## config.mk

```make
export PLATFORM = sky130hd
export DESIGN_NAME = gf_add_arbiter
export DESIGN_NICKNAME = d
export VERILOG_FILES = /design/src/rtl/gf_arb_pkg.sv /design/src/rtl/gf_rca_adder.sv /design/src/rtl/rr_grant.sv /design/src/rtl/gf_add_arbiter.sv
export SDC_FILE = /design/constraint.sdc
export NUM_CORES = 1
export LEC_CHECK = 0
export ABC_AREA = 1
export CAP_MARGIN = 20
export CORE_AREA = 4 4 117 119
export DETAILED_ROUTE_END_ITERATION = 10
export DIE_AREA = 0 0 121 123
export PLACE_DENSITY = 0.75
export SYNTH_ARGS = -nofsm -noshare
export SYNTH_HDL_FRONTEND = slang
export SYNTH_SLANG_ARGS = --single-unit
export TNS_END_PERCENT = 30
```

## constraint.sdc

```tcl
create_clock -name clk -period 10.59 [get_ports clk]
set_input_delay 1.5885 -clock clk [delete_from_list [all_inputs] [get_ports clk]]
set_output_delay 1.5885 -clock clk [all_outputs]
set_load 0.02 [all_outputs]
```

## src/rtl/gf_arb_pkg.sv

```systemverilog
// Shared types and constants for the gf_add_arbiter slice: operand bundle,
// add-mode encoding and output-slot state.
package gf_arb_pkg;

    localparam int   GF_W     = 32;
    localparam int   NREQ_MAX = 8;
    localparam logic MODE_INT = 1'b0;
    localparam logic MODE_GF  = 1'b1;

    typedef struct packed {
        logic [GF_W-1:0] a;
        logic [GF_W-1:0] b;
        logic            gf;
    } gf_arb_req_t;

    typedef enum logic {
        ST_EMPTY = 1'b0,
        ST_FULL  = 1'b1
    } gf_arb_state_t;

endpackage

```

## src/rtl/gf_rca_adder.sv

```systemverilog
// Shared W-bit adder: ripple-carry integer add (carry-out dropped) or GF(2)
// carry-less add, selected by gf.
module gf_rca_adder #(
    parameter int W = 32
) (
    input  logic [W-1:0] a,
    input  logic [W-1:0] b,
    input  logic         gf,
    output logic [W-1:0] sum
);

    logic [W-1:0] carry_s;

    // Carry chain; the final carry-out is never formed since results wrap.
    always_comb begin
        carry_s      = '0;
        carry_s[0]   = 1'b0;
        for (int i = 0; i < W - 1; i++) begin
            carry_s[i+1] = (a[i] & b[i]) | (carry_s[i] & (a[i] ^ b[i]));
        end
    end

    // GF mode masks every carry, leaving a plain XOR.
    always_comb begin
        sum = '0;
        for (int i = 0; i < W; i++) begin
            sum[i] = a[i] ^ b[i] ^ (carry_s[i] & ~gf);
        end
    end

endmodule

```

## src/rtl/rr_grant.sv

```systemverilog
// Combinational round-robin picker: searches last+1, last+2, ... (mod NREQ)
// and returns the first requesting index as one-hot and encoded forms.
module rr_grant #(
    parameter int NREQ = 4,
    parameter int IDW  = 2
) (
    input  logic [NREQ-1:0] req,
    input  logic [IDW-1:0]  last,
    output logic [NREQ-1:0] gnt,
    output logic [IDW-1:0]  gnt_idx,
    output logic            gnt_any
);

    logic [IDW-1:0] cand_s;
    logic [IDW-1:0] hit_idx_s;
    logic           hit_s;

    // Walk offsets from farthest to nearest so the nearest requester wins.
    always_comb begin
        cand_s    = last;
        hit_idx_s = last;
        hit_s     = 1'b0;
        for (int k = NREQ; k >= 1; k--) begin
            cand_s    = IDW'((int'(last) + k) % NREQ);
            hit_idx_s = req[cand_s] ? cand_s : hit_idx_s;
            hit_s     = hit_s | req[cand_s];
        end
    end

    // One-hot form of the winning index, zero when nobody requests.
    always_comb begin
        gnt            = '0;
        gnt[hit_idx_s] = hit_s;
    end

    assign gnt_idx = hit_idx_s;
    assign gnt_any = hit_s;

endmodule

```

## src/rtl/gf_add_arbiter.sv

```systemverilog
// Round-robin arbiter time-sharing one gf_rca_adder among NREQ requesters.
// Optional macro GF_ARB_OPREG_EN inserts an operand register stage (latency 2).
module gf_add_arbiter
    import gf_arb_pkg::*;
#(
    parameter int NREQ = 4,
    parameter int W    = GF_W,
    parameter int IDW  = $clog2(NREQ)
) (
    input  logic              clk,
    input  logic              rst_n,
    input  logic [NREQ-1:0]   req_valid,
    output logic [NREQ-1:0]   req_ready,
    input  logic [NREQ*W-1:0] req_a,
    input  logic [NREQ*W-1:0] req_b,
    input  logic [NREQ-1:0]   req_gf,
    output logic              rsp_valid,
    input  logic              rsp_ready,
    output logic [W-1:0]      rsp_data,
    output logic [IDW-1:0]    rsp_id
);

    logic [NREQ-1:0] gnt_s;
    logic [IDW-1:0]  gnt_idx_s;
    logic            gnt_any_s;
    logic            slot_free_s;
    logic            grant_s;
    gf_arb_req_t     sel_s;
    gf_arb_req_t     add_in_s;
    logic [W-1:0]    sum_s;

    gf_arb_state_t   state_q, state_d;
    logic [W-1:0]    data_q, data_d;
    logic [IDW-1:0]  id_q, id_d;
    logic [IDW-1:0]  last_q, last_d;

    rr_grant #(.NREQ(NREQ), .IDW(IDW)) u_rr_grant (
        .req     (req_valid),
        .last    (last_q),
        .gnt     (gnt_s),
        .gnt_idx (gnt_idx_s),
        .gnt_any (gnt_any_s)
    );

    // Operand mux: pick the granted requester's a, b and mode.
    always_comb begin
        sel_s.a  = req_a[gnt_idx_s*W +: W];
        sel_s.b  = req_b[gnt_idx_s*W +: W];
        sel_s.gf = req_gf[gnt_idx_s];
    end

`ifdef GF_ARB_OPREG_EN
    gf_arb_req_t     op_q, op_d;
    logic            op_valid_q, op_valid_d;
    logic [IDW-1:0]  op_id_q, op_id_d;
    logic            stall_s;

    assign stall_s     = (state_q == ST_FULL) && !rsp_ready;
    assign slot_free_s = !op_valid_q || !stall_s;
    assign add_in_s    = op_q;
`else
    assign slot_free_s = (state_q == ST_EMPTY) || rsp_ready;
    assign add_in_s    = sel_s;
`endif

    // Grants are suppressed while reset is held so no requester sees ready.
    assign grant_s   = rst_n & slot_free_s & gnt_any_s;
    assign req_ready = {NREQ{grant_s}} & gnt_s;

    gf_rca_adder #(.W(W)) u_adder (
        .a   (add_in_s.a),
        .b   (add_in_s.b),
        .gf  (add_in_s.gf),
        .sum (sum_s)
    );

    // Next-state for the output slot, the round-robin pointer and operand stage.
    always_comb begin
        state_d = state_q;
        data_d  = data_q;
        id_d    = id_q;
        last_d  = grant_s ? gnt_idx_s : last_q;
`ifdef GF_ARB_OPREG_EN
        op_valid_d = op_valid_q;
        op_d       = op_q;
        op_id_d    = op_id_q;
        if (grant_s) begin
            op_valid_d = 1'b1;
            op_d       = sel_s;
            op_id_d    = gnt_idx_s;
        end else if (!stall_s) begin
            op_valid_d = 1'b0;
        end else begin
            op_valid_d = op_valid_q;
        end
        if (stall_s) begin
            state_d = state_q;
        end else if (op_valid_q) begin
            state_d = ST_FULL;
            data_d  = sum_s;
            id_d    = op_id_q;
        end else begin
            state_d = ST_EMPTY;
        end
`else
        if (grant_s) begin
            state_d = ST_FULL;
            data_d  = sum_s;
            id_d    = gnt_idx_s;
        end else if (rsp_ready) begin
            state_d = ST_EMPTY;
        end else begin
            state_d = state_q;
        end
`endif
    end

    // State registers; last resets to NREQ-1 so requester 0 leads after reset.
    always_ff @(posedge clk or negedge rst_n) begin
        if (!rst_n) begin
            state_q    <= ST_EMPTY;
            data_q     <= '0;
            id_q       <= '0;
            last_q     <= IDW'(NREQ - 1);
`ifdef GF_ARB_OPREG_EN
            op_valid_q <= 1'b0;
            op_q       <= '0;
            op_id_q    <= '0;
`endif
        end else begin
            state_q    <= state_d;
            data_q     <= data_d;
            id_q       <= id_d;
            last_q     <= last_d;
`ifdef GF_ARB_OPREG_EN
            op_valid_q <= op_valid_d;
            op_q       <= op_d;
            op_id_q    <= op_id_d;
`endif
        end
    end

    assign rsp_valid = (state_q == ST_FULL);
    assign rsp_data  = data_q;
    assign rsp_id    = id_q;

endmodule

```

# Word level (Yosys, flattened, before mapping)
# Index checks and enable logic that the tools add are counted.
# word_totals
word_cells	231
output_inout_bits	39
in_bits	267
ff_bits	37
# op_classes
bitwise	194
n_lt_le_gt_ge	6
muxes	18
n_shift	2
add_sub_neg	4
reduce_logical	3
# op_table
cell	n
variable part select 128 x 8 -> 32 bit	2
bitwise AND 1 bit	94
XOR 1 bit	63
OR 1 bit	33
< comparator 2 x 3 -> 1 bit (second input constant)	5
binary-select mux 1 bit (select 2 bit)	5
bitwise AND 4 bit	2
2-to-1 mux 1 bit	8
2-to-1 mux 2 bit	4
adder 2 x 1 -> 2 bit (second input constant)	2
adder 2 bit (second input constant)	2
demux 1 bit (select 2 bit)	1
greater-or-equal comparator 2 x 1 -> 1 bit (second input constant)	1
NOT 1 bit	2
nonzero test 2 bit	1
logical AND 1 bit	1
logical OR 1 bit	1

# Logic depth before layout (Yosys ltp)
# logic_depth
depth_word	71
depth_mapped	80
depth_no_buf	78

# Modules after synthesis
# A second synthesis with hierarchy kept.
# unflattened
hier_cells	1169
area_unflattened_um2	6039.5
# by_module_without_submodules
module	cells_each	instances	seq_area_each_um2	area_per_inst_um2
gf_add_arbiter	927	1	928.4	4615.7
gf_rca_adder	188	1	0.0	1169.9
rr_grant	54	1	0.0	254.0

# Worst setup path after synthesis
# OpenSTA, ideal clock, no wires.
# synth_timing
kind	input to register
startpoint	input port req_valid[0]
endpoint	register data_q[31] (netlist: rsp_data[31])
setup_time_ps	117
stages	79
t_required_ps	10473
arrival_time_ps	6757
path_buffers	1
path_slack_ps	3716
cell_sequence	inv_1 > nand2_1 > o21a_1 > nand2_1 > nand2_1 > nand3_1 > nand2_1 > nand2_1 > nand2_1 > inv_1 > nor2_1 > inv_2 > clkbuf_1 > o22ai_1 > nor2_1 > ha_1 > nand2_1 > nand2_1 > (+43 left out) > nand2_2 > nand2_2 > nand2_2 > nand2_2 > nand2_2 > nand2_2 > nand2_2 > nand2_2 > nand2_2 > nand2_2 > nand2_2 > nand2_2 > nand2_2 > nand2_2 > nand2_1 > nand2_1 > nand3_1 > nand2_1
# synth_between
elab_chain_cells	70
word_cells_on_any_way	145
cone_classes	2 x shift; 14 x mux; 129 x bitwise
# synth_rtl
element	line_no	source
from (decl)	gf_add_arbiter.sv:12	input logic [NREQ-1:0] req_valid,
binary-select mux 1 bit (select 2 bit)	rr_grant.sv:25, rr_grant.sv:26	
2-to-1 mux 1 bit (not written as such)	rr_grant.sv:25, rr_grant.sv:26	
2-to-1 mux 2 bit (4 in series)	rr_grant.sv:25	hit_idx_s = req[cand_s] ? cand_s : hit_idx_s;
variable part select 128 x 8 -> 32 bit (on tied branches)	gf_add_arbiter.sv:47, gf_add_arbiter.sv:48	
bitwise AND 1 bit / XOR 1 bit (equally long branches)	gf_rca_adder.sv:19	carry_s[i+1] = (a[i] & b[i]) | (carry_s[i] & (a[i] ^ b[i]));
bitwise AND 1 bit	gf_rca_adder.sv:19	
OR 1 bit	gf_rca_adder.sv:19	
bitwise AND 1 bit	gf_rca_adder.sv:19	
(+51 left out)	n/a	
bitwise AND 1 bit	gf_rca_adder.sv:19	
OR 1 bit	gf_rca_adder.sv:19	
bitwise AND 1 bit	gf_rca_adder.sv:19	
OR 1 bit	gf_rca_adder.sv:19	
bitwise AND 1 bit	gf_rca_adder.sv:19	
OR 1 bit	gf_rca_adder.sv:19	
bitwise AND 1 bit	gf_rca_adder.sv:27	sum[i] = a[i] ^ b[i] ^ (carry_s[i] & ~gf);
XOR 1 bit	gf_rca_adder.sv:27	
to (signal assigned)	gf_add_arbiter.sv:132	data_q <= data_d;
to (decl)	gf_add_arbiter.sv:33	logic [W-1:0] data_q, data_d;
# Parallel ways exist; a longest one is shown, timed or not. The select of a mux whose other input is x is not followed.
# A chain may end at the register's enable or synchronous reset.

# Worst setup path after layout
# layout_timing
startpoint	input port req_valid[2]
endpoint	register data_q[31] (netlist: rsp_data[31])
# The elaborated chain is that of the path after synthesis.

==> results.json <==
{
  "finalMaxSlewViolations": 0,
  "diodes": 0,
  "critPathArrivalTime_ns": 8.28,
  "utilization_pct": 56.71,
  "synth_seq_cells": 37,
  "setup_tns_ns": 0,
  "cpPeakStageDelay_ns": 0.46,
  "yosys-top-cells-area": "dfrtp_1, o22ai_1, nand2_1",
  "antenna_found_initial": 0,
  "dp_hpwl_um": 13240,
  "drtPass1Iterations": 6,
  "wl_per_cell_um": 16.01,
  "drt_wl_total_um": 16580,
  "fin_crit_ns": 8.124,
  "viasPerCell": 4.958,
  "synth_fp_nets": 879,
  "fmax_ghz": 0.1231,
  "core_area_mm2": 0.01257,
  "portBuffers": 305,
  "final_hold_viol_count": 0,
  "worst-path-buf-inv": 5,
  "skew_ns": 0.004342,
  "cts_setup_buffers": 0,
  "synth_async_sr_flop_share_pct": 100.0,
  "cp.required_ns": 10.75,
  "ant_nets": 0,
  "top_level_ports": 306,
  "fillers": 1228,
  "drtIter0Drc": 197,
  "synthCells": 581,
  "start_kind": "input port",
  "synth_edf_count": 0,
  "netlist_area_mm2": 0.003825,
  "max_slew_margin_pct": 37.47,
  "row_count": 41,
  "cp_common_cell": "nand2_1",
  "cts_tree": "built",
  "max_cap_violations": 0,
  "worstSetupEndpointType": "flop",
  "avgSynthCellArea_um2": 6.583,
  "grt_pass1_wl_um": 25000,
  "die_y_um": 123,
  "netlist.area_leader.share_pct": 22.90,
  "final_nets": 1161,
  "dieWidth_um": 121,
  "rsz0062_at_grt": "no",
  "holdBufCountCts": 0,
  "clockRootBuffer": "clkbuf_16",
  "overflow": 0,
  "ys_seq_area_share_pct": 24.27,
  "clkSlewWorstSetupHoldPaths_ns": 0.06,
  "slowest_stage": "inv_2",
  "worstMarginPinSlew_ns": 0.9379,
  "clock_latency_ns": 0.27,
  "cts_buffer_depth": 2,
  "path_max_fanout": 32,
  "grt_usage_pct": 21.01,
  "area_delta_synth_final_pct": 86.36,
  "start_util_pct": 30.43,
  "synth_common_cells": "nand2_1, o22ai_1, nor2_1",
  "setup_violations": 0,
  "via_count": 5137,
  "cts_resized": 0,
  "critical_path_class": "input port to flop",
  "hold_path.class": "flop to flop",
  "ys.warnings.count": 0,
  "fin_crit_sh_pct": 76.71,
  "cp_top_family": "simple AND/OR/NAND/NOR gates",
  "yosysMostFrequentCell": "nand2_1",
  "run_status": "finished clean",
  "synthFlopType": "dfrtp_1",
  "grt_start_max_net_pins": 49,
  "grt_pass1_vias": 5130,
  "synth_cell_types": 28,
  "cts_htree_levels": 2,
  "clkSinkCount": 37,
  "gp_congestion": 0.8461,
  "drc": 0,
  "layout-drive-gt1-share_pct": 6.366,
  "cts_buffers": 5,
  "yosysTopAreaCell": "dfrtp_1",
  "dieArea_mm2": 0.01488
}
## tightest hold or removal path: stages, from the launching register on
cell and delay (ns):
dfrtp_1 0.34, nand2_1 0.06, nand2_1 0.06
## area by class of cell
type                       count  area, um2  area share, %
timing repair buffer         310       3085          43.29
sequential                    37      928.4          13.02
inverter                      32      120.1          1.685
tap                          172      215.2          3.019
multi-input combinational    477       2633          36.93
clock buffer                   8      146.4          2.054
## path summary, 6_finish.rpt
check	from	to	slack (ns)	depth (start not counted)
setup / recovery	req_valid[2]	rsp_data[31]	2.47	78
hold / removal	rsp_id[0]	rsp_id[0]	0.48	2
setup reg to reg	last_q[0]	rsp_data[31]	3.55	77
hold reg to reg	rsp_id[0]	rsp_id[0]	0.48	2
max in group asynchronous	rst_n	rsp_data[22]	8.55	1
min in group asynchronous	rst_n	rsp_valid	1.45	1
## logic make-up (layout without fill, tap and decap cells)
group	count (synthesis)	after routing	share of synthesized area, %
AND/OR/NAND/NOR	265	265	28.59
AO/OA/AOI/OAI	166	166	26.46
buffers and inverters	67	350	7.098
flip-flops	37	37	24.27
adder cells (fa/ha/maj)	31	31	10.14
XOR/XNOR	15	15	3.435
## per-stage QoR
step	std cells	worst slack, ns	area (um2)	hold WS, ns
after global routing	1036	1.464	7128	0.5011
after detailed placement	1028	2.154	6982	0.4681
after global placement	1028	2.381	6982	0.4635
after CTS	1036	2.426	7128	0.4838
final	1036	2.466	7128	0.4805
after floorplan	581	3.716	3825	0.5014
## per-layer routing
metal | global-route usage [%] | share of wire (%)
met1 | 23.76 | 40
met2 | 39.22 | 50
met3 | 6.313 | 9.3
met4 | 4.037 | 1.3
met5 | 0 | 0
## registers in the layout (all words and copies together), names as in the netlist
signal and count:
rsp_id 2, last_q 2, rsp_data 32, rsp_valid 1
## cell usage in the layout, fill, tap and decap left out, types with 3 or more instances in the layout
| cell | n |
|---|---|
| buf_4 | 5 |
| clkbuf_16 | 5 |
| clkdlybuf4s50_1 | 304 |
| dfrtp_1 | 35 |
| ha_1 | 31 |
| inv_1 | 25 |
| inv_2 | 6 |
| nand2_1 | 137 |
| nand2_2 | 33 |
| nand3_1 | 6 |
| nor2_1 | 86 |
| o21ai_0 | 29 |
| o21ai_1 | 3 |
| o22ai_1 | 124 |
| xnor2_1 | 3 |
| xor2_1 | 12 |
Power is left out: the tool's default activity adds up to more than one toggle a clock period on the data nets, which glitch-free logic cannot reach.
